### config.mk
export PLATFORM = sky130hd
export DESIGN_NAME = memshare_rqst_sched_flat
export DESIGN_NICKNAME = d
export VERILOG_FILES = /design/src/rtl/memshare_rqst_sched_if.sv /design/src/rtl/memshare_rqst_sched.sv /design/src/flat_wrapper.sv
export SDC_FILE = /design/constraint.sdc
export NUM_CORES = 1
export LEC_CHECK = 0
export ABC_CLOCK_PERIOD_IN_PS = 5090
export CELL_PAD_IN_SITES_DETAIL_PLACEMENT = 1
export CELL_PAD_IN_SITES_GLOBAL_PLACEMENT = 1
export CORE_MARGIN = 2
export CORE_UTILIZATION = 50
export CTS_BUF_LIST = sky130_fd_sc_hd__clkbuf_8
export DETAILED_ROUTE_END_ITERATION = 6
export DONT_BUFFER_PORTS = 1
export PLACE_DENSITY = 0.79
export SLEW_MARGIN = 25
export SYNTH_ARGS = -nofsm -noshare
export SYNTH_HDL_FRONTEND = slang
export SYNTH_SLANG_ARGS = --single-unit
### constraint.sdc
create_clock -name sys_clk -period 5.09 [get_ports sys_clk]
set_input_delay 0.509 -clock sys_clk [delete_from_list [all_inputs] [get_ports sys_clk]]
set_output_delay 0.509 -clock sys_clk [all_outputs]
set_load 0.01 [all_outputs]
### src/rtl/memshare_rqst_sched_if.sv
// Read-port bundle between the memShare scheduler (master) and the
// message-passing buffer read port (slave).
interface memshare_rqst_sched_if #(
    parameter int GRP_NUM = 4,
    parameter int ADDR_W  = 6
);
    // Handshake: a beat transfers on any rising clock edge where rd_valid_o
    // and rd_ready_i are both high. While rd_valid_o is high and rd_ready_i
    // is low, rd_valid_o, rd_addr_o and grant_o hold stable. burst_last_o
    // is only meaningful in a transfer cycle.
    logic                 rd_valid_o;
    logic                 rd_ready_i;
    logic [ADDR_W-1:0]    rd_addr_o;
    logic [GRP_NUM-1:0]   grant_o;
    logic                 burst_last_o;

    modport master (
        output rd_valid_o,
        output rd_addr_o,
        output grant_o,
        output burst_last_o,
        input  rd_ready_i
    );

    modport slave (
        input  rd_valid_o,
        input  rd_addr_o,
        input  grant_o,
        input  burst_last_o,
        output rd_ready_i
    );
endinterface

### src/rtl/memshare_rqst_sched.sv
// Once-per-SCU round-robin scheduler for the message-passing buffer read
// port: one burst per requesting share group, with DRC1 address rebasing.
module memshare_rqst_sched #(
    parameter int GRP_NUM   = 4,
    parameter int BURST_LEN = 3,
    parameter int ADDR_W    = 6,
    parameter int ADDR_BASE = 0
) (
    input  logic                 sys_clk,
    input  logic                 rstn,
    input  logic                 scu_begin_i,
    input  logic [GRP_NUM-1:0]   rqst_i,
    input  logic [2:0]           is_drc_i,
    input  logic [ADDR_W-1:0]    rebase_addr_i,
    memshare_rqst_sched_if.master rd_if,
    output logic                 scu_done_o,
    output logic                 busy_o,
    output logic [2:0]           dbg_state_o
);

    localparam int GW = (GRP_NUM > 1) ? $clog2(GRP_NUM) : 1;
    localparam int BW = $clog2(BURST_LEN + 1);
    localparam logic [ADDR_W-1:0] BASE = ADDR_W'(ADDR_BASE);

    typedef enum logic [2:0] {
        S_IDLE   = 3'd0,
        S_ARB    = 3'd1,
        S_ISSUE  = 3'd2,
        S_REBASE = 3'd3,
        S_DONE   = 3'd4
    } state_t;

    state_t               state_q, state_d;
    logic [ADDR_W-1:0]    addr_q, addr_d;
    logic [GW-1:0]        rr_ptr_q, rr_ptr_d;
    logic [GRP_NUM-1:0]   served_q, served_d;
    logic [BW-1:0]        beat_cnt_q, beat_cnt_d;
    logic [GRP_NUM-1:0]   grant_q, grant_d;
    logic                 valid_q, valid_d;
    logic                 done_q, done_d;
    logic                 busy_q, busy_d;

    logic                 xfer;
    logic                 drc1;
    logic                 last_beat;
    logic [GRP_NUM-1:0]   eligible;
    logic                 pick_found;
    logic [GW-1:0]        pick_idx;
    logic [GW-1:0]        grant_idx;
    logic [GW-1:0]        rr_next;

    assign xfer      = valid_q & rd_if.rd_ready_i;
    assign drc1      = (is_drc_i == 3'b001);
    assign last_beat = (beat_cnt_q == BW'(BURST_LEN - 1));
    assign eligible  = rqst_i & ~served_q;

    // Circular first-set search starting at rr_ptr_q.
    always_comb begin
        int idx;
        pick_found = 1'b0;
        pick_idx   = '0;
        idx        = 0;
        for (int i = 0; i < GRP_NUM; i++) begin
            idx = int'(rr_ptr_q) + i;
            if (idx >= GRP_NUM) idx = idx - GRP_NUM;
            if (!pick_found && eligible[idx]) begin
                pick_found = 1'b1;
                pick_idx   = GW'(idx);
            end
        end
    end

    always_comb begin
        grant_idx = '0;
        for (int i = 0; i < GRP_NUM; i++) begin
            if (grant_q[i]) grant_idx = GW'(i);
        end
    end

    assign rr_next = (grant_idx == GW'(GRP_NUM - 1)) ? '0 : grant_idx + GW'(1);

    always_comb begin
        state_d    = state_q;
        addr_d     = addr_q;
        rr_ptr_d   = rr_ptr_q;
        served_d   = served_q;
        beat_cnt_d = beat_cnt_q;
        grant_d    = grant_q;
        case (state_q)
            S_IDLE: begin
                if (scu_begin_i) begin
                    state_d  = S_ARB;
                    addr_d   = BASE;
                    rr_ptr_d = '0;
                    served_d = '0;
                end
            end
            S_ARB: begin
                if (pick_found) begin
                    grant_d    = GRP_NUM'(1) << pick_idx;
                    beat_cnt_d = '0;
                    state_d    = S_ISSUE;
                end else begin
                    grant_d = '0;
                    state_d = S_DONE;
                end
            end
            S_ISSUE: begin
                if (xfer) begin
                    beat_cnt_d = beat_cnt_q + BW'(1);
                    addr_d     = drc1 ? rebase_addr_i : addr_q + ADDR_W'(1);
                    if (last_beat) begin
                        served_d = served_q | grant_q;
                        rr_ptr_d = rr_next;
                    end
                    // A DRC1 rebase always inserts a bubble, even after the last beat.
                    if (drc1) begin
                        state_d = S_REBASE;
                    end else if (last_beat) begin
                        grant_d = '0;
                        state_d = S_ARB;
                    end
                end
            end
            S_REBASE: begin
                if (beat_cnt_q == BW'(BURST_LEN)) begin
                    grant_d = '0;
                    state_d = S_ARB;
                end else begin
                    state_d = S_ISSUE;
                end
            end
            S_DONE: begin
                state_d = S_IDLE;
            end
            default: begin
                state_d = S_IDLE;
            end
        endcase
    end

    // Outputs are registered from the next state so they line up with state_q.
    assign valid_d = (state_d == S_ISSUE);
    assign done_d  = (state_d == S_DONE);
    assign busy_d  = (state_d != S_IDLE);

    always_ff @(posedge sys_clk or posedge rstn) begin
        if (rstn) begin
            state_q    <= S_IDLE;
            addr_q     <= BASE;
            rr_ptr_q   <= '0;
            served_q   <= '0;
            beat_cnt_q <= '0;
            grant_q    <= '0;
            valid_q    <= 1'b0;
            done_q     <= 1'b0;
            busy_q     <= 1'b0;
        end else begin
            state_q    <= state_d;
            addr_q     <= addr_d;
            rr_ptr_q   <= rr_ptr_d;
            served_q   <= served_d;
            beat_cnt_q <= beat_cnt_d;
            grant_q    <= grant_d;
            valid_q    <= valid_d;
            done_q     <= done_d;
            busy_q     <= busy_d;
        end
    end

    assign rd_if.rd_valid_o   = valid_q;
    assign rd_if.rd_addr_o    = addr_q;
    assign rd_if.grant_o      = grant_q;
    assign rd_if.burst_last_o = xfer & last_beat;
    assign scu_done_o         = done_q;
    assign busy_o             = busy_q;
    assign dbg_state_o        = state_q;

endmodule

### src/flat_wrapper.sv
// flat-port wrapper written by rule: the top's interface ports become plain ports
module memshare_rqst_sched_flat 
#(
    parameter int GRP_NUM   = 4,
    parameter int BURST_LEN = 3,
    parameter int ADDR_W    = 6,
    parameter int ADDR_BASE = 0
)
  (sys_clk, rstn, scu_begin_i, rqst_i, is_drc_i, rebase_addr_i, scu_done_o, busy_o, dbg_state_o, rd_if_rd_valid_o, rd_if_rd_addr_o, rd_if_grant_o, rd_if_burst_last_o, rd_if_rd_ready_i);
  memshare_rqst_sched_if #(.GRP_NUM(GRP_NUM), .ADDR_W(ADDR_W)) rd_if_i ();
  input  logic sys_clk;
  input  logic rstn;
  input  logic scu_begin_i;
  input  logic [GRP_NUM-1:0] rqst_i;
  input  logic [2:0] is_drc_i;
  input  logic [ADDR_W-1:0] rebase_addr_i;
  output logic scu_done_o;
  output logic busy_o;
  output logic [2:0] dbg_state_o;
  output wire logic [$bits(rd_if_i.rd_valid_o)-1:0] rd_if_rd_valid_o;
  output wire logic [$bits(rd_if_i.rd_addr_o)-1:0] rd_if_rd_addr_o;
  output wire logic [$bits(rd_if_i.grant_o)-1:0] rd_if_grant_o;
  output wire logic [$bits(rd_if_i.burst_last_o)-1:0] rd_if_burst_last_o;
  input wire logic [$bits(rd_if_i.rd_ready_i)-1:0] rd_if_rd_ready_i;
  assign rd_if_rd_valid_o = rd_if_i.rd_valid_o;
  assign rd_if_rd_addr_o = rd_if_i.rd_addr_o;
  assign rd_if_grant_o = rd_if_i.grant_o;
  assign rd_if_burst_last_o = rd_if_i.burst_last_o;
  assign rd_if_i.rd_ready_i = rd_if_rd_ready_i;
  memshare_rqst_sched #(.GRP_NUM(GRP_NUM), .BURST_LEN(BURST_LEN), .ADDR_W(ADDR_W), .ADDR_BASE(ADDR_BASE)) u_core (.sys_clk(sys_clk), .rstn(rstn), .scu_begin_i(scu_begin_i), .rqst_i(rqst_i), .is_drc_i(is_drc_i), .rebase_addr_i(rebase_addr_i), .rd_if(rd_if_i), .scu_done_o(scu_done_o), .busy_o(busy_o), .dbg_state_o(dbg_state_o));
endmodule
==> flow_summary.html, run 1 <==
<table>
<tr><th>Metric</th><th>Value</th></tr>
<tr><th colspan="2">Status</th></tr>
<tr><td>Result of the run</td><td>completed</td></tr>
<tr><th colspan="2">Routing</th></tr>
<tr><td>Length of the first detailed-routing pass in iterations</td><td>4</td></tr>
<tr><td>Count of vias placed by the detailed router</td><td>1176</td></tr>
<tr><td>Routed wirelength normalized by instance count</td><td>21.53 um</td></tr>
<tr><td>Final routed wirelength across all metal layers</td><td>approximately 3600 um</td></tr>
<tr><td>Vias per cell</td><td>between 7 and 8</td></tr>
<tr><td>Violation count after the first detailed-routing iteration</td><td>between 50 and 60</td></tr>
<tr><td>Final routed DRC violation total</td><td>0</td></tr>
<tr><td>Remaining number of nets flagged by the antenna check after routing</td><td>0</td></tr>
<tr><th colspan="2">Clock network</th></tr>
<tr><td>Post-CTS Setup Repair Bufs</td><td>0</td></tr>
<tr><td>CTS Buf Count</td><td>3</td></tr>
<tr><td>Clock Root Buffer</td><td>clkbuf_8</td></tr>
<tr><td>Resize count post-CTS</td><td>0</td></tr>
<tr><td>Number of hold buffers added after cts</td><td>0</td></tr>
<tr><td>Clock Sinks</td><td>24</td></tr>
<tr><td>Register clock-pin slew on the reported worst setup and hold paths</td><td>roughly 0.09 ns</td></tr>
<tr><td>Longest Clk Path Bufs</td><td>2</td></tr>
<tr><td>TritonCTS clock tree</td><td>built</td></tr>
<tr><td>Clock insertion delay at the later pin of the skew report</td><td>between 0.2 and 0.3 ns</td></tr>
<tr><td>H-tree lvl count</td><td>1</td></tr>
<tr><th colspan="2">Global route</th></tr>
<tr><td>Wire length of the first global-routing pass</td><td>about 5800 um</td></tr>
<tr><td>All-Layer GR Usage</td><td>0.2333</td></tr>
<tr><td>Via count of the first global-routing pass</td><td>around 1200</td></tr>
<tr><td>Antenna violations before repair</td><td>0</td></tr>
<tr><td>Maximum number of pins on one net before global-route repair</td><td>25</td></tr>
<tr><td>Remaining global-route overflow</td><td>0</td></tr>
<tr><th colspan="2">Critical path</th></tr>
<tr><td>Worst Path Required</td><td>about 5.2 ns</td></tr>
<tr><td>Critical-path cell with the highest stage delay</td><td>dfrtp_1</td></tr>
<tr><td>Kind of critical path</td><td>register to register</td></tr>
<tr><td>Cell-by-cell listing of the critical path</td><td>nor3b_2, nand3_1, mux2i_1, o22ai_1</td></tr>
<tr><td>Data arrival time of the critical path</td><td>approximately 2.2 ns</td></tr>
<tr><td>Worst setup EP type</td><td>register</td></tr>
<tr><td>Launch point of the worst path</td><td>u_core.dbg_state_o[1]$_DFF_PP0_</td></tr>
<tr><td>Highest cell delay on the worst timing path</td><td>0.63 ns</td></tr>
<tr><td>Terminus of the critical flop-to-flop path</td><td>u_core.beat_cnt_q[1]$_DFFE_PP0P_</td></tr>
<tr><td>Sort of element at the start of the critical path</td><td>register</td></tr>
<tr><td>Depth of the worst register-to-register path</td><td>4</td></tr>
<tr><td>Worst reg2reg startpoint</td><td>u_core.dbg_state_o[1]$_DFF_PP0_</td></tr>
<tr><td>Worst-path maximum fanout</td><td>13</td></tr>
<tr><td>Reg-to-reg slack, setup</td><td>3.04 ns</td></tr>
<tr><td>Critical path endpoint</td><td>u_core.beat_cnt_q[1]$_DFFE_PP0P_</td></tr>
<tr><th colspan="2">Placement</th></tr>
<tr><td>Cell Area, Placed</td><td>between 1000 and 1500 um2</td></tr>
<tr><td>Final weighted congestion in routability-driven placement</td><td>0.8305</td></tr>
<tr><td>Placed insts</td><td>roughly 160</td></tr>
<tr><td>Placed wire-length estimate</td><td>2523 um</td></tr>
<tr><td>PortBufs</td><td>0</td></tr>
<tr><th colspan="2">Synth</th></tr>
<tr><td>Syn_nets</td><td>around 160</td></tr>
<tr><td>Leading post-synthesis cells by cell area</td><td>dfrtp_1 44%, nor2b_1 4.6%, a22o_1 4.5%</td></tr>
<tr><td>Library cells used by synthesis</td><td>slightly above 40</td></tr>
<tr><td>Synthesized instance count</td><td>roughly 140</td></tr>
<tr><td>Top cell type's share of synthesized area</td><td>0.4420</td></tr>
<tr><td>Total of warnings raised by yosys</td><td>0</td></tr>
<tr><td>Post-synthesis cell type with the largest combined area</td><td>dfrtp_1</td></tr>
<tr><td>Synthesized area per cell</td><td>just under 10 um2</td></tr>
<tr><td>Summed instance area of the synthesized netlist</td><td>around 1400 um2</td></tr>
<tr><td>Share of async-settable or async-resettable flops after synthesis</td><td>1.000</td></tr>
<tr><td>EDFF count, synth</td><td>0</td></tr>
<tr><td>Sequential fraction of the synthesis area</td><td>0.4420</td></tr>
<tr><td>Register bit total from synthesis</td><td>24</td></tr>
<tr><td>Dominant synthesized flop cell</td><td>dfrtp_1</td></tr>
<tr><th colspan="2">Timing</th></tr>
<tr><td>Maximum clock frequency</td><td>about 490 MHz</td></tr>
<tr><td>Tightest slew margin relative to the limit</td><td>0.3997</td></tr>
<tr><td>Setup violations, final</td><td>0</td></tr>
<tr><td>Least-Margin Pin Slew</td><td>0.8994 ns</td></tr>
<tr><td>Accumulated negative setup slack</td><td>0 ns</td></tr>
<tr><td>Post-route fraction of the period consumed by the critical path</td><td>0.4023</td></tr>
<tr><td>Final hold slack</td><td>between 0.3 and 0.4 ns</td></tr>
<tr><td>Fin. Hold Viols</td><td>0</td></tr>
<tr><td>Unrepaired setup endpoints after global routing</td><td>no</td></tr>
<tr><td>Final number of max-transition violations</td><td>0</td></tr>
<tr><td>Final period demand of the worst path</td><td>2.048 ns</td></tr>
<tr><td>Final setup skew</td><td>between 0.006 and 0.007 ns</td></tr>
<tr><th colspan="2">Cells and area</th></tr>
<tr><td>Final instance area</td><td>between 1000 and 1500 um2</td></tr>
<tr><td>Final standard cell count with taps included and fillers excluded</td><td>between 150 and 200</td></tr>
<tr><td>Number of fill cells in the layout</td><td>between 200 and 300</td></tr>
<tr><td>Layout Utilization</td><td>0.5729</td></tr>
<tr><td>Synth-to-layout area growth</td><td>6.354%</td></tr>
<tr><td>Most frequent standard cell in the layout excluding fill and tap cells</td><td>dfrtp_1</td></tr>
<tr><td>Final #Nets</td><td>158</td></tr>
<tr><td>N_diodes</td><td>0</td></tr>
<tr><td>Fraction of final layout cells with drive strength greater than 1</td><td>0.1022</td></tr>
<tr><td>Most frequent cells in the layout</td><td>24 x dfrtp_1, 11 x nor2_1, 10 x nor2b_1, 9 x a21oi_1</td></tr>
<tr><th colspan="2">Hold path</th></tr>
<tr><td>Path type of the worst min-delay path</td><td>input pin to async pin</td></tr>
<tr><th colspan="2">Floorplanning</th></tr>
<tr><td>Full die area</td><td>around 3200 um2</td></tr>
<tr><td>Die height</td><td>56.13 um</td></tr>
<tr><td>Top-Level Pins</td><td>34</td></tr>
<tr><td>Row count</td><td>18</td></tr>
<tr><td>Core Footprint</td><td>2522 um2</td></tr>
<tr><td>Initial Util</td><td>0.5387</td></tr>
<tr><td>Die width</td><td>roughly 56 um</td></tr>
<tr><th colspan="2">Power and ir drop</th></tr>
<tr><td>Cell leakage power</td><td>~0.00063 uW</td></tr>
<tr><td>Total power divided by cell area</td><td>slightly above 600 nW/um2</td></tr>
<tr><td>Worst vdd ir</td><td>~330 uV</td></tr>
<tr><th colspan="2">Job</th></tr>
<tr><td>MaxCap Viol Count</td><td>0</td></tr>
</table>
==> cell type report <==
class / count / area [um2] / share of cell area
inverter: 7 / 26.28 / 0.01818
tap: 30 / 37.54 / 0.02597
clock buffer: 3 / 41.29 / 0.02857
sequential: 24 / 600.6 / 0.4156
multi-input combinational: 102 / 709.4 / 0.4909
clock inverter: 1 / 30.03 / 0.02078
==> flip-flops by register name, indices dropped and copies added, names as in the netlist <==
signal and count:
u_core.rd_if.rd_addr_o 6, u_core.rd_if.grant_o 4, u_core.served_q 4, u_core.dbg_state_o 3
u_core.beat_cnt_q 2, u_core.rr_ptr_q 2, u_core.busy_o 1, u_core.rd_if.rd_valid_o 1
u_core.scu_done_o 1
==> logic make-up after synthesis <==
group	Yosys count	synth area share
mux	2	0.01473
compound gates	45	0.2376
buf+inv	11	0.04052
flops	24	0.4420
simple gates	52	0.2376
fa+ha+maj	3	0.02763
==> per-layer routing <==
metal  part of all wire  up-vias  track usage
li1                   -      513            -
met1               0.42      600       0.2967
met2               0.50       53       0.4034
met3              0.061       10      0.04419
met4              0.017        0      0.06463
met5                  0        -            0
==> through the flow <==
stage                     worst slack (ns)  power [uW]
after floorplan                      3.418       620.7
after global placement               3.144       671.3
after detailed placement             3.022       698.8
after CTS                            3.066       874.9
after global routing                 2.971       931.5
final                                3.042       873.9
==> critical path, delay by kind of cell, from the launching register on <==
kind	cells	cell delay, ns
simple gates	2	0.76
flops	1	0.63
mux	1	0.40
compound gates	1	0.13
==> Yosys cell counts (3+ instances only) <==
master	count
a21oi_1	9
a22o_1	7
dfrtp_1	24
ha_1	3
inv_1	7
nand2_1	6
nand2b_1	4
nand3_1	6
nor2_1	11
nor2b_1	10
nor3b_1	3
nor3b_2	3
o21ai_1	4
o22ai_1	3
o2bb2ai_1	3
o31ai_1	3
==> how the worst min path moves through the flow <==
stage / startpoint / cells past startpoint / end / slack, ns
global route: rstn / 1 / u_core.busy_o$_DFF_PP0_ / 0.38
detailed placement: u_core.beat_cnt_q[0]$_DFFE_PP0P_ / 1 / u_core.beat_cnt_q[0]$_DFFE_PP0P_ / 0.51
finish: rstn / 1 / u_core.dbg_state_o[2]$_DFF_PP0_ / 0.31
floorplan: u_core.beat_cnt_q[0]$_DFFE_PP0P_ / 1 / u_core.beat_cnt_q[0]$_DFFE_PP0P_ / 0.47
CTS: rstn / 1 / u_core.scu_done_o$_DFF_PP0_ / 0.35
global placement: u_core.beat_cnt_q[0]$_DFFE_PP0P_ / 1 / u_core.beat_cnt_q[0]$_DFFE_PP0P_ / 0.50
==> report_power, final <==
part           switching [uW]  total, uW  internal [uW]
Clock                    63.3        168            105
Sequential                120        379            258
Combinational             184        327            143
Total                     368        874            506
No activity file was read; power rests on OpenSTA's default activity.
==> run 2, diff against run 1 <==
- ABC_AREA: default -> 1
- ABC_CLOCK_PERIOD_IN_PS: 5090 -> 1950
- CORE_UTILIZATION: 50 -> 47
- PLACE_DENSITY: 0.79 -> 0.78
- clock period: 5.09 -> 1.95 ns (I/O delays scaled with it)
==> flow_summary.html, run 2 <==
<table>
<tr><th>Metric</th><th>Value</th></tr>
<tr><th colspan="2">Cells and area</th></tr>
<tr><td>Fraction of final layout cells with drive strength greater than 1</td><td>0.1650 (was 0.1022)</td></tr>
<tr><td>Most frequent cells in the layout</td><td>49 x nand2_1, 25 x inv_1, 24 x dfrtp_1, 18 x nand3_1, 15 x nor2_1 (was 24 x dfrtp_1, 11 x nor2_1, 10 x nor2b_1, 9 x a21oi_1)</td></tr>
<tr><td>Final standard cell count with taps included and fillers excluded</td><td>250 (was 167)</td></tr>
<tr><td>Most frequent standard cell in the layout excluding fill and tap cells</td><td>nand2_1 (was dfrtp_1)</td></tr>
<tr><td>Number of fill cells in the layout</td><td>405 (was 285)</td></tr>
<tr><td>Final #Nets</td><td>227 (was 158)</td></tr>
<tr><td>N_diodes</td><td>0 (unchanged)</td></tr>
<tr><td>Synth-to-layout area growth</td><td>7.661% (was 6.354%)</td></tr>
<tr><td>Number of flip-flops under the largest register name</td><td>6 (unchanged)</td></tr>
<tr><th colspan="2">Power and ir drop</th></tr>
<tr><td>P_sw</td><td>1396 uW (was 367.6 uW)</td></tr>
<tr><td>Clock share of power</td><td>0.123 (was 0.193)</td></tr>
<tr><td>Sequential group share of total power</td><td>0.361 (was 0.433)</td></tr>
<tr><td>Internal power consumption</td><td>1339 uW (was 506.3 uW)</td></tr>
<tr><td>Fraction of power consumed by combinational cells</td><td>0.516 (was 0.374)</td></tr>
<tr><td>Switching share of power</td><td>0.5104 (was 0.4207)</td></tr>
<tr><td>Total power divided by cell area</td><td>1673 nW/um2 (was 604.7 nW/um2)</td></tr>
<tr><td>Cell leakage power</td><td>0.0008402 uW (was 0.0006268 uW)</td></tr>
<tr><td>Worst vdd ir</td><td>632.4 uV (was 325.1 uV)</td></tr>
<tr><th colspan="2">Floorplanning</th></tr>
<tr><td>Top-Level Pins</td><td>34 (unchanged)</td></tr>
<tr><td>Row count</td><td>20 (was 18)</td></tr>
<tr><td>Die width</td><td>60.85 um (was 56.13 um)</td></tr>
<tr><td>Full die area</td><td>3703 um2 (was 3151 um2)</td></tr>
<tr><td>Initial Util</td><td>0.4975 (was 0.5387)</td></tr>
<tr><td>Core Footprint</td><td>3053 um2 (was 2522 um2)</td></tr>
<tr><td>Die height</td><td>60.85 um (was 56.13 um)</td></tr>
<tr><th colspan="2">Placement</th></tr>
<tr><td>PortBufs</td><td>0 (unchanged)</td></tr>
<tr><td>Placed wire-length estimate</td><td>3166 um (was 2523 um)</td></tr>
<tr><td>Placed insts</td><td>245 (was 163)</td></tr>
<tr><td>Final weighted congestion in routability-driven placement</td><td>0.9144 (was 0.8305)</td></tr>
<tr><th colspan="2">Timing</th></tr>
<tr><td>Post-route fraction of the period consumed by the critical path</td><td>0.9164 (was 0.4023)</td></tr>
<tr><td>Final period demand of the worst path</td><td>1.787 ns (was 2.048 ns)</td></tr>
<tr><td>Setup violations, final</td><td>0 (unchanged)</td></tr>
<tr><td>Unrepaired setup endpoints after global routing</td><td>no (unchanged)</td></tr>
<tr><td>Fin. Hold Viols</td><td>0 (unchanged)</td></tr>
<tr><td>Accumulated negative setup slack</td><td>0 ns (unchanged)</td></tr>
<tr><td>Final setup skew</td><td>0.003219 ns (was 0.006113 ns)</td></tr>
<tr><td>Maximum clock frequency</td><td>559.6 MHz (was 488.4 MHz)</td></tr>
<tr><td>Final number of max-transition violations</td><td>0 (unchanged)</td></tr>
<tr><td>Least-Margin Pin Slew</td><td>0.4413 ns (was 0.8994 ns)</td></tr>
<tr><td>Tightest slew margin relative to the limit</td><td>0.7035 (was 0.3997)</td></tr>
<tr><th colspan="2">Routing</th></tr>
<tr><td>Vias per cell</td><td>5.320 (was 7.042)</td></tr>
<tr><td>Violation count after the first detailed-routing iteration</td><td>57 (was 52)</td></tr>
<tr><td>Final routed DRC violation total</td><td>0 (unchanged)</td></tr>
<tr><td>Remaining number of nets flagged by the antenna check after routing</td><td>0 (unchanged)</td></tr>
<tr><td>Count of vias placed by the detailed router</td><td>1330 (was 1176)</td></tr>
<tr><td>Routed wirelength normalized by instance count</td><td>15.14 um (was 21.53 um)</td></tr>
<tr><td>Length of the first detailed-routing pass in iterations</td><td>4 (unchanged)</td></tr>
<tr><td>Final routed wirelength across all metal layers</td><td>3786 um (was 3595 um)</td></tr>
<tr><th colspan="2">Synth</th></tr>
<tr><td>Syn_nets</td><td>221 (was 157)</td></tr>
<tr><td>Synthesized area per cell</td><td>7.557 um2 (was 9.918 um2)</td></tr>
<tr><td>Dominant synthesized flop cell</td><td>dfrtp_1 (unchanged)</td></tr>
<tr><td>Share of async-settable or async-resettable flops after synthesis</td><td>1.000 (unchanged)</td></tr>
<tr><td>Summed instance area of the synthesized netlist</td><td>1519 um2 (was 1359 um2)</td></tr>
<tr><td>Post-synthesis cell type with the largest combined area</td><td>dfrtp_1 (unchanged)</td></tr>
<tr><td>Total of warnings raised by yosys</td><td>0 (unchanged)</td></tr>
<tr><td>Sequential fraction of the synthesis area</td><td>0.3954 (was 0.4420)</td></tr>
<tr><td>Post-synth top cells</td><td>49 x nand2_1, 25 x inv_1, 24 x dfrtp_1 (was 24 x dfrtp_1, 11 x nor2_1, 10 x nor2b_1)</td></tr>
<tr><td>Top cell type's share of synthesized area</td><td>0.3954 (was 0.4420)</td></tr>
<tr><td>Most instantiated library cell after synthesis</td><td>nand2_1 (was dfrtp_1)</td></tr>
<tr><td>EDFF count, synth</td><td>0 (unchanged)</td></tr>
<tr><td>Leading post-synthesis cells by cell area</td><td>dfrtp_1 40%, nand2_1 12%, inv_1 6.2% (was dfrtp_1 44%, nor2b_1 4.6%, a22o_1 4.5%)</td></tr>
<tr><td>Library cells used by synthesis</td><td>32 (was 41)</td></tr>
<tr><td>Register bit total from synthesis</td><td>24 (unchanged)</td></tr>
<tr><td>Synthesized instance count</td><td>201 (was 137)</td></tr>
<tr><th colspan="2">Global route</th></tr>
<tr><td>Wire length of the first global-routing pass</td><td>6251 um (was 5754 um)</td></tr>
<tr><td>Via count of the first global-routing pass</td><td>1389 (was 1164)</td></tr>
<tr><td>Remaining global-route overflow</td><td>0 (unchanged)</td></tr>
<tr><td>All-Layer GR Usage</td><td>0.2315 (was 0.2333)</td></tr>
<tr><td>Maximum number of pins on one net before global-route repair</td><td>25 (unchanged)</td></tr>
<tr><td>Antenna violations before repair</td><td>0 (unchanged)</td></tr>
<tr><th colspan="2">Clock network</th></tr>
<tr><td>Number of hold buffers added after cts</td><td>1 (was 0)</td></tr>
<tr><td>Post-CTS Setup Repair Bufs</td><td>0 (unchanged)</td></tr>
<tr><td>Clock Root Buffer</td><td>clkbuf_8 (unchanged)</td></tr>
<tr><td>TritonCTS clock tree</td><td>built (unchanged)</td></tr>
<tr><td>H-tree lvl count</td><td>1 (unchanged)</td></tr>
<tr><td>Register clock-pin slew on the reported worst setup and hold paths</td><td>0.08 ns (was 0.09 ns)</td></tr>
<tr><td>Resize count post-CTS</td><td>0 (unchanged)</td></tr>
<tr><td>Longest Clk Path Bufs</td><td>2 (unchanged)</td></tr>
<tr><td>CTS Buf Count</td><td>3 (unchanged)</td></tr>
<tr><td>Clock insertion delay at the later pin of the skew report</td><td>0.27 ns (about the same)</td></tr>
<tr><td>Clock Sinks</td><td>24 (unchanged)</td></tr>
<tr><th colspan="2">Critical path</th></tr>
<tr><td>Most repeated library cell on the critical path</td><td>nand2_1</td></tr>
<tr><td>Highest cell delay on the worst timing path</td><td>0.62 ns (was 0.63 ns)</td></tr>
<tr><td>Critical-path cell with the highest stage delay</td><td>dfrtp_1 (unchanged)</td></tr>
<tr><td>Sort of element at the start of the critical path</td><td>register (unchanged)</td></tr>
<tr><td>Worst Path Required</td><td>2.16 ns (was 5.22 ns)</td></tr>
<tr><td>Cell-by-cell listing of the critical path</td><td>nand3_1, nand2_1, nand2_1, nand2_1, nand2_1, nand2_1, nand2_1, nand2_2, nand2_1, inv_1, nand2_1, nand2_1 (was nor3b_2, nand3_1, mux2i_1, o22ai_1)</td></tr>
<tr><td>Kind of critical path</td><td>register to register (unchanged)</td></tr>
<tr><td>Data arrival time of the critical path</td><td>2.00 ns (was 2.18 ns)</td></tr>
<tr><td>Worst-path maximum fanout</td><td>9 (was 13)</td></tr>
<tr><td>Worst setup EP type</td><td>register (unchanged)</td></tr>
<tr><th colspan="2">Job</th></tr>
<tr><td>MaxCap Viol Count</td><td>0 (unchanged)</td></tr>
<tr><th colspan="2">Hold path</th></tr>
<tr><td>Path type of the worst min-delay path</td><td>input pin to register (was input pin to async pin)</td></tr>
<tr><th colspan="2">Status</th></tr>
<tr><td>Result of the run</td><td>completed (unchanged)</td></tr>
</table>
[run 2: cell count changes in the layout (fill, tap and decap cells not counted), moves of 6 or more]
cell	change
nand2_1	+43
inv_1	+18
nand3_1	+12
nor2b_1	-10
o21ai_0	+8
a22o_1	-7
nand2_2	+6
[run 2: logic make-up after synthesis]
kind of cell             after synthesis  synth area share
XOR/XNOR                               2           0.01153
buffers and inverters                 34            0.1021
flip-flops                            24            0.3954
AO/OA/AOI/OAI                         33            0.1260
AND/OR/NAND/NOR                      105            0.3402
adder cells (fa/ha/maj)                3           0.02471
[run 2: critical path, delay by kind of cell (launching register included)]
| family | cells | cell delay [ns] |
|---|---|---|
| buffers and inverters | 1 | 0.07 |
| flip-flops | 1 | 0.62 |
| AND/OR/NAND/NOR | 11 | 1.06 |
[run 2: cell type report]
class	count	area (um2)	area share
Sequential cell	24	600.6	0.3673
Tap cell	44	55.05	0.03366
Clock buffer	4	55.05	0.03366
Inverter	31	128.9	0.07881
Multi-Input combinational cell	143	763.2	0.4667
Timing Repair Buffer	4	32.53	0.01989
[run 2: metrics by stage]
step	total power, uW	hold slack, ns	setup WS, ns	area (um2)	util
2_1_floorplan	2103	0.2096	0.3510	1519	-
3_3_place_gp	2334	0.1492	0.2283	1570	0.5143
3_5_place_dp	2430	0.1554	0.1948	1570	0.5143
4_1_cts	2773	0.09070	0.1720	1635	0.5357
5_1_grt	2996	0.1140	0.01819	1635	0.5357
6_report	2735	0.09254	0.1630	1635	0.5357
[run 2: power by group through the flow]
stage / combinational (uW) / sequential (uW) / clock [uW]
3_3_place_gp: 1350 / 988 / 0
2_1_floorplan: 1220 / 884 / 0
5_1_grt: 1610 / 1020 / 370
3_5_place_dp: 1430 / 1000 / 0
4_1_cts: 1430 / 991 / 348
6_report: 1410 / 987 / 337
[run 2: final timing paths]
| kind | from | end | slack (ns) | depth (start not counted) |
|---|---|---|---|---|
| worst max register to register | u_core.rr_ptr_q[0]$_DFFE_PP0P_ | u_core.rd_if.grant_o[2]$_DFFE_PP0P_ | 0.16 | 12 |
| min in group asynchronous | rstn | u_core.rd_if.grant_o[2]$_DFFE_PP0P_ | 0.41 | 3 |
| max in group asynchronous | rstn | u_core.rd_if.rd_addr_o[0]$_DFFE_PP0P_ | 1.29 | 3 |
| worst min-delay path | rebase_addr_i[1] | u_core.rd_if.rd_addr_o[1]$_DFFE_PP0P_ | 0.09 | 2 |
| worst min register to register | u_core.beat_cnt_q[0]$_DFFE_PP0P_ | u_core.beat_cnt_q[0]$_DFFE_PP0P_ | 0.52 | 1 |
| worst max-delay path | u_core.rr_ptr_q[0]$_DFFE_PP0P_ | u_core.rd_if.grant_o[2]$_DFFE_PP0P_ | 0.16 | 12 |
[run 2: metal layers]
metal  up-vias  track usage  wire length (um)  share of wire
met5         -            0                 0              0
met4         0      0.07453                61          0.016
met3         8      0.02772               105          0.028
met2        23       0.4255              2068           0.55
met1       644       0.2791              1551           0.41
li1        655            -                 -              -
==> run 3, diff against run 2 <==
- ABC_AREA: 1 -> 0
- CORE_UTILIZATION: 47 -> 49
- PLACE_DENSITY: 0.78 -> 0.77
- SETUP_SLACK_MARGIN: default -> 0.1
- SLEW_MARGIN: 25 -> 20
==> flow_summary.html, run 3 (same netlist as run 1, synthesis figures left out) <==
<table>
<tr><th>Metric</th><th>Value</th></tr>
<tr><th colspan="2">Floorplanning</th></tr>
<tr><td>Row count</td><td>19 (was 20)</td></tr>
<tr><td>Core Footprint</td><td>2686 um2 (was 3053 um2)</td></tr>
<tr><td>Die height</td><td>56.66 um (was 60.85 um)</td></tr>
<tr><td>Full die area</td><td>3210 um2 (was 3703 um2)</td></tr>
<tr><td>Initial Util</td><td>0.5058 (was 0.4975)</td></tr>
<tr><td>Top-Level Pins</td><td>34 (unchanged)</td></tr>
<tr><td>Die width</td><td>56.66 um (was 60.85 um)</td></tr>
<tr><th colspan="2">Power and ir drop</th></tr>
<tr><td>Sequential group share of total power</td><td>0.444 (was 0.361)</td></tr>
<tr><td>P_sw</td><td>913.9 uW (was 1396 uW)</td></tr>
<tr><td>Cell leakage power</td><td>0.0006411 uW (was 0.0008402 uW)</td></tr>
<tr><td>Worst vdd ir</td><td>825.9 uV (was 632.4 uV)</td></tr>
<tr><td>Switching share of power</td><td>0.4265 (was 0.5104)</td></tr>
<tr><td>Total power divided by cell area</td><td>1462 nW/um2 (was 1673 nW/um2)</td></tr>
<tr><td>Fraction of power consumed by combinational cells</td><td>0.423 (was 0.516)</td></tr>
<tr><td>Clock share of power</td><td>0.133 (was 0.123)</td></tr>
<tr><td>Internal power consumption</td><td>1229 uW (was 1339 uW)</td></tr>
<tr><th colspan="2">Cells and area</th></tr>
<tr><td>Fraction of final layout cells with drive strength greater than 1</td><td>0.1399 (was 0.1650)</td></tr>
<tr><td>Synth-to-layout area growth</td><td>7.827% (was 7.661%)</td></tr>
<tr><td>Final #Nets</td><td>165 (was 227)</td></tr>
<tr><td>Most frequent standard cell in the layout excluding fill and tap cells</td><td>dfrtp_1 (was nand2_1)</td></tr>
<tr><td>Number of flip-flops under the largest register name</td><td>6 (unchanged)</td></tr>
<tr><td>Final standard cell count with taps included and fillers excluded</td><td>174 (was 250)</td></tr>
<tr><td>Most frequent cells in the layout</td><td>24 x dfrtp_1, 11 x nor2_1, 10 x nor2b_1, 9 x a21oi_1, 7 x a22o_1 (was 49 x nand2_1, 25 x inv_1, 24 x dfrtp_1, 18 x nand3_1, 15 x nor2_1)</td></tr>
<tr><td>N_diodes</td><td>0 (unchanged)</td></tr>
<tr><th colspan="2">Global route</th></tr>
<tr><td>Via count of the first global-routing pass</td><td>1164 (was 1389)</td></tr>
<tr><td>All-Layer GR Usage</td><td>0.2150 (was 0.2315)</td></tr>
<tr><td>Wire length of the first global-routing pass</td><td>5326 um (was 6251 um)</td></tr>
<tr><td>Remaining global-route overflow</td><td>0 (unchanged)</td></tr>
<tr><td>Antenna violations before repair</td><td>0 (unchanged)</td></tr>
<tr><td>Maximum number of pins on one net before global-route repair</td><td>24 (was 25)</td></tr>
<tr><th colspan="2">Placement</th></tr>
<tr><td>Placed wire-length estimate</td><td>2484 um (was 3166 um)</td></tr>
<tr><td>Placed insts</td><td>170 (was 245)</td></tr>
<tr><td>Dpl ws</td><td>0.2010 ns (was 0.1948 ns)</td></tr>
<tr><td>PortBufs</td><td>0 (unchanged)</td></tr>
<tr><td>Final weighted congestion in routability-driven placement</td><td>0.8719 (was 0.9144)</td></tr>
<tr><th colspan="2">Timing</th></tr>
<tr><td>Tightest slew margin relative to the limit</td><td>0.6512 (was 0.7035)</td></tr>
<tr><td>Final period demand of the worst path</td><td>1.725 ns (was 1.787 ns)</td></tr>
<tr><td>Accumulated negative setup slack</td><td>0 ns (unchanged)</td></tr>
<tr><td>Fin. Hold Viols</td><td>0 (unchanged)</td></tr>
<tr><td>Unrepaired setup endpoints after global routing</td><td>no (unchanged)</td></tr>
<tr><td>Final number of max-transition violations</td><td>0 (unchanged)</td></tr>
<tr><td>Maximum clock frequency</td><td>579.6 MHz (was 559.6 MHz)</td></tr>
<tr><td>Final worst setup slack</td><td>0.2247 ns (was 0.1630 ns)</td></tr>
<tr><td>Final setup skew</td><td>0.001854 ns (was 0.003219 ns)</td></tr>
<tr><td>Setup violations, final</td><td>0 (unchanged)</td></tr>
<tr><td>Least-Margin Pin Slew</td><td>0.5184 ns (was 0.4413 ns)</td></tr>
<tr><td>Post-route fraction of the period consumed by the critical path</td><td>0.8847 (was 0.9164)</td></tr>
<tr><th colspan="2">Routing</th></tr>
<tr><td>Final routed wirelength across all metal layers</td><td>3211 um (was 3786 um)</td></tr>
<tr><td>Remaining number of nets flagged by the antenna check after routing</td><td>0 (unchanged)</td></tr>
<tr><td>Final routed DRC violation total</td><td>0 (unchanged)</td></tr>
<tr><td>Violation count after the first detailed-routing iteration</td><td>41 (was 57)</td></tr>
<tr><td>Count of vias placed by the detailed router</td><td>1090 (was 1330)</td></tr>
<tr><td>Routed wirelength normalized by instance count</td><td>18.45 um (was 15.14 um)</td></tr>
<tr><td>Length of the first detailed-routing pass in iterations</td><td>4 (unchanged)</td></tr>
<tr><td>Vias per cell</td><td>6.264 (was 5.320)</td></tr>
<tr><th colspan="2">Clock network</th></tr>
<tr><td>Clock Sinks</td><td>24 (unchanged)</td></tr>
<tr><td>Longest Clk Path Bufs</td><td>2 (unchanged)</td></tr>
<tr><td>Clock insertion delay at the later pin of the skew report</td><td>0.26 ns (was 0.27 ns)</td></tr>
<tr><td>Register clock-pin slew on the reported worst setup and hold paths</td><td>0.08 ns (about the same)</td></tr>
<tr><td>H-tree lvl count</td><td>1 (unchanged)</td></tr>
<tr><td>Post-CTS Setup Repair Bufs</td><td>0 (unchanged)</td></tr>
<tr><td>CTS Buf Count</td><td>3 (unchanged)</td></tr>
<tr><td>Clock Root Buffer</td><td>clkbuf_8 (unchanged)</td></tr>
<tr><td>TritonCTS clock tree</td><td>built (unchanged)</td></tr>
<tr><th colspan="2">Hold path</th></tr>
<tr><td>Count of cells along the worst hold path</td><td>2 (unchanged)</td></tr>
<tr><td>Path type of the worst min-delay path</td><td>input pin to register (unchanged)</td></tr>
<tr><th colspan="2">Job</th></tr>
<tr><td>MaxCap Viol Count</td><td>0 (unchanged)</td></tr>
<tr><th colspan="2">Critical path</th></tr>
<tr><td>Kind of critical path</td><td>register to register (unchanged)</td></tr>
<tr><td>Worst Path Required</td><td>2.14 ns (was 2.16 ns)</td></tr>
<tr><td>Worst setup EP type</td><td>register (unchanged)</td></tr>
<tr><td>Depth of the worst register-to-register path</td><td>7 (was 12)</td></tr>
<tr><td>Sort of element at the start of the critical path</td><td>register (unchanged)</td></tr>
<tr><td>Data arrival time of the critical path</td><td>1.92 ns (was 2.00 ns)</td></tr>
<tr><td>Worst-path maximum fanout</td><td>4 (was 9)</td></tr>
<tr><th colspan="2">Status</th></tr>
<tr><td>Result of the run</td><td>completed (unchanged)</td></tr>
</table>
==> run 3: changes by cell type in the layout (fill, tap and decap cells not counted), sizes merged, moves of 7 or more <==
cell   delta
a22o      +7
nand2    -50
nor2      -7
nor2b    +10
o21ai    -10
inv      -24
nand3    -17
==> run 3: stage by stage <==
| step | hold WS, ns | util | instance area [um2] | total power [uW] |
|---|---|---|---|---|
| after floorplan | 0.2096 | - | 1359 | 1620 |
| after CTS | 0.1305 | 0.5454 | 1465 | 2163 |
| after detailed placement | -0.06074 | 0.5263 | 1414 | 1861 |
| final | 0.1261 | 0.5454 | 1465 | 2143 |
| after global placement | -0.06392 | 0.5263 | 1414 | 1821 |
| after global routing | 0.1419 | 0.5454 | 1465 | 2314 |
==> run 3: final timing paths <==
path / startpoint / to / slack, ns
max: u_core.beat_cnt_q[0]$_DFFE_PP0P_ / u_core.rr_ptr_q[0]$_DFFE_PP0P_ / 0.22
min: rebase_addr_i[2] / u_core.rd_if.rd_addr_o[2]$_DFFE_PP0P_ / 0.13
max reg2reg: u_core.beat_cnt_q[0]$_DFFE_PP0P_ / u_core.rr_ptr_q[0]$_DFFE_PP0P_ / 0.22
min reg2reg: u_core.served_q[0]$_DFFE_PP0P_ / u_core.served_q[0]$_DFFE_PP0P_ / 0.52
max in group asynchronous: rstn / u_core.rd_if.rd_addr_o[0]$_DFFE_PP0P_ / 1.28
min in group asynchronous: rstn / u_core.busy_o$_DFF_PP0_ / 0.21
==> run 3: power by group through the flow <==
stage	logic (uW)	clock network, uW	registers [uW]
global route	1020	309	987
floorplan	743	0	877
detailed placement	901	0	960
CTS	916	296	951
finish	906	285	952
global placement	870	0	951
==> run 3: critical path, stage by stage, from the launching register on <==
cell and delay (ns):
dfrtp_1 0.41, inv_1 0.07, ha_1 0.15, nand3_1 0.20
inv_2 0.17, a21oi_2 0.09, or4_4 0.49, o21ai_2 0.07
==> run 3: repair_timing <==
item                                    CTS  global route
endpoints found under the hold margin    24             0
endpoints found under the setup margin    0             1
gates resized for setup                   0             1
hold buffers                              1             0
==> run 3: routing by layer <==
| layer | GRT usage | share of wire | vias to the layer above |
|---|---|---|---|
| li1 | - | - | 523 |
| met1 | 0.2940 | 0.46 | 533 |
| met2 | 0.3289 | 0.48 | 26 |
| met3 | 0.03687 | 0.050 | 8 |
| met4 | 0.1054 | 0.017 | 0 |
| met5 | 0 | 0 | - |
==> run 3: area by class of cell <==
| class | count | area, um2 |
|---|---|---|
| inverters | 7 | 26.28 |
| flip-flops and latches | 24 | 600.6 |
| clock buffers | 3 | 41.29 |
| well taps | 31 | 38.79 |
| fillers | 301 | 1221 |
| multi-input cells | 102 | 703.2 |
| repair buffers | 7 | 55.05 |
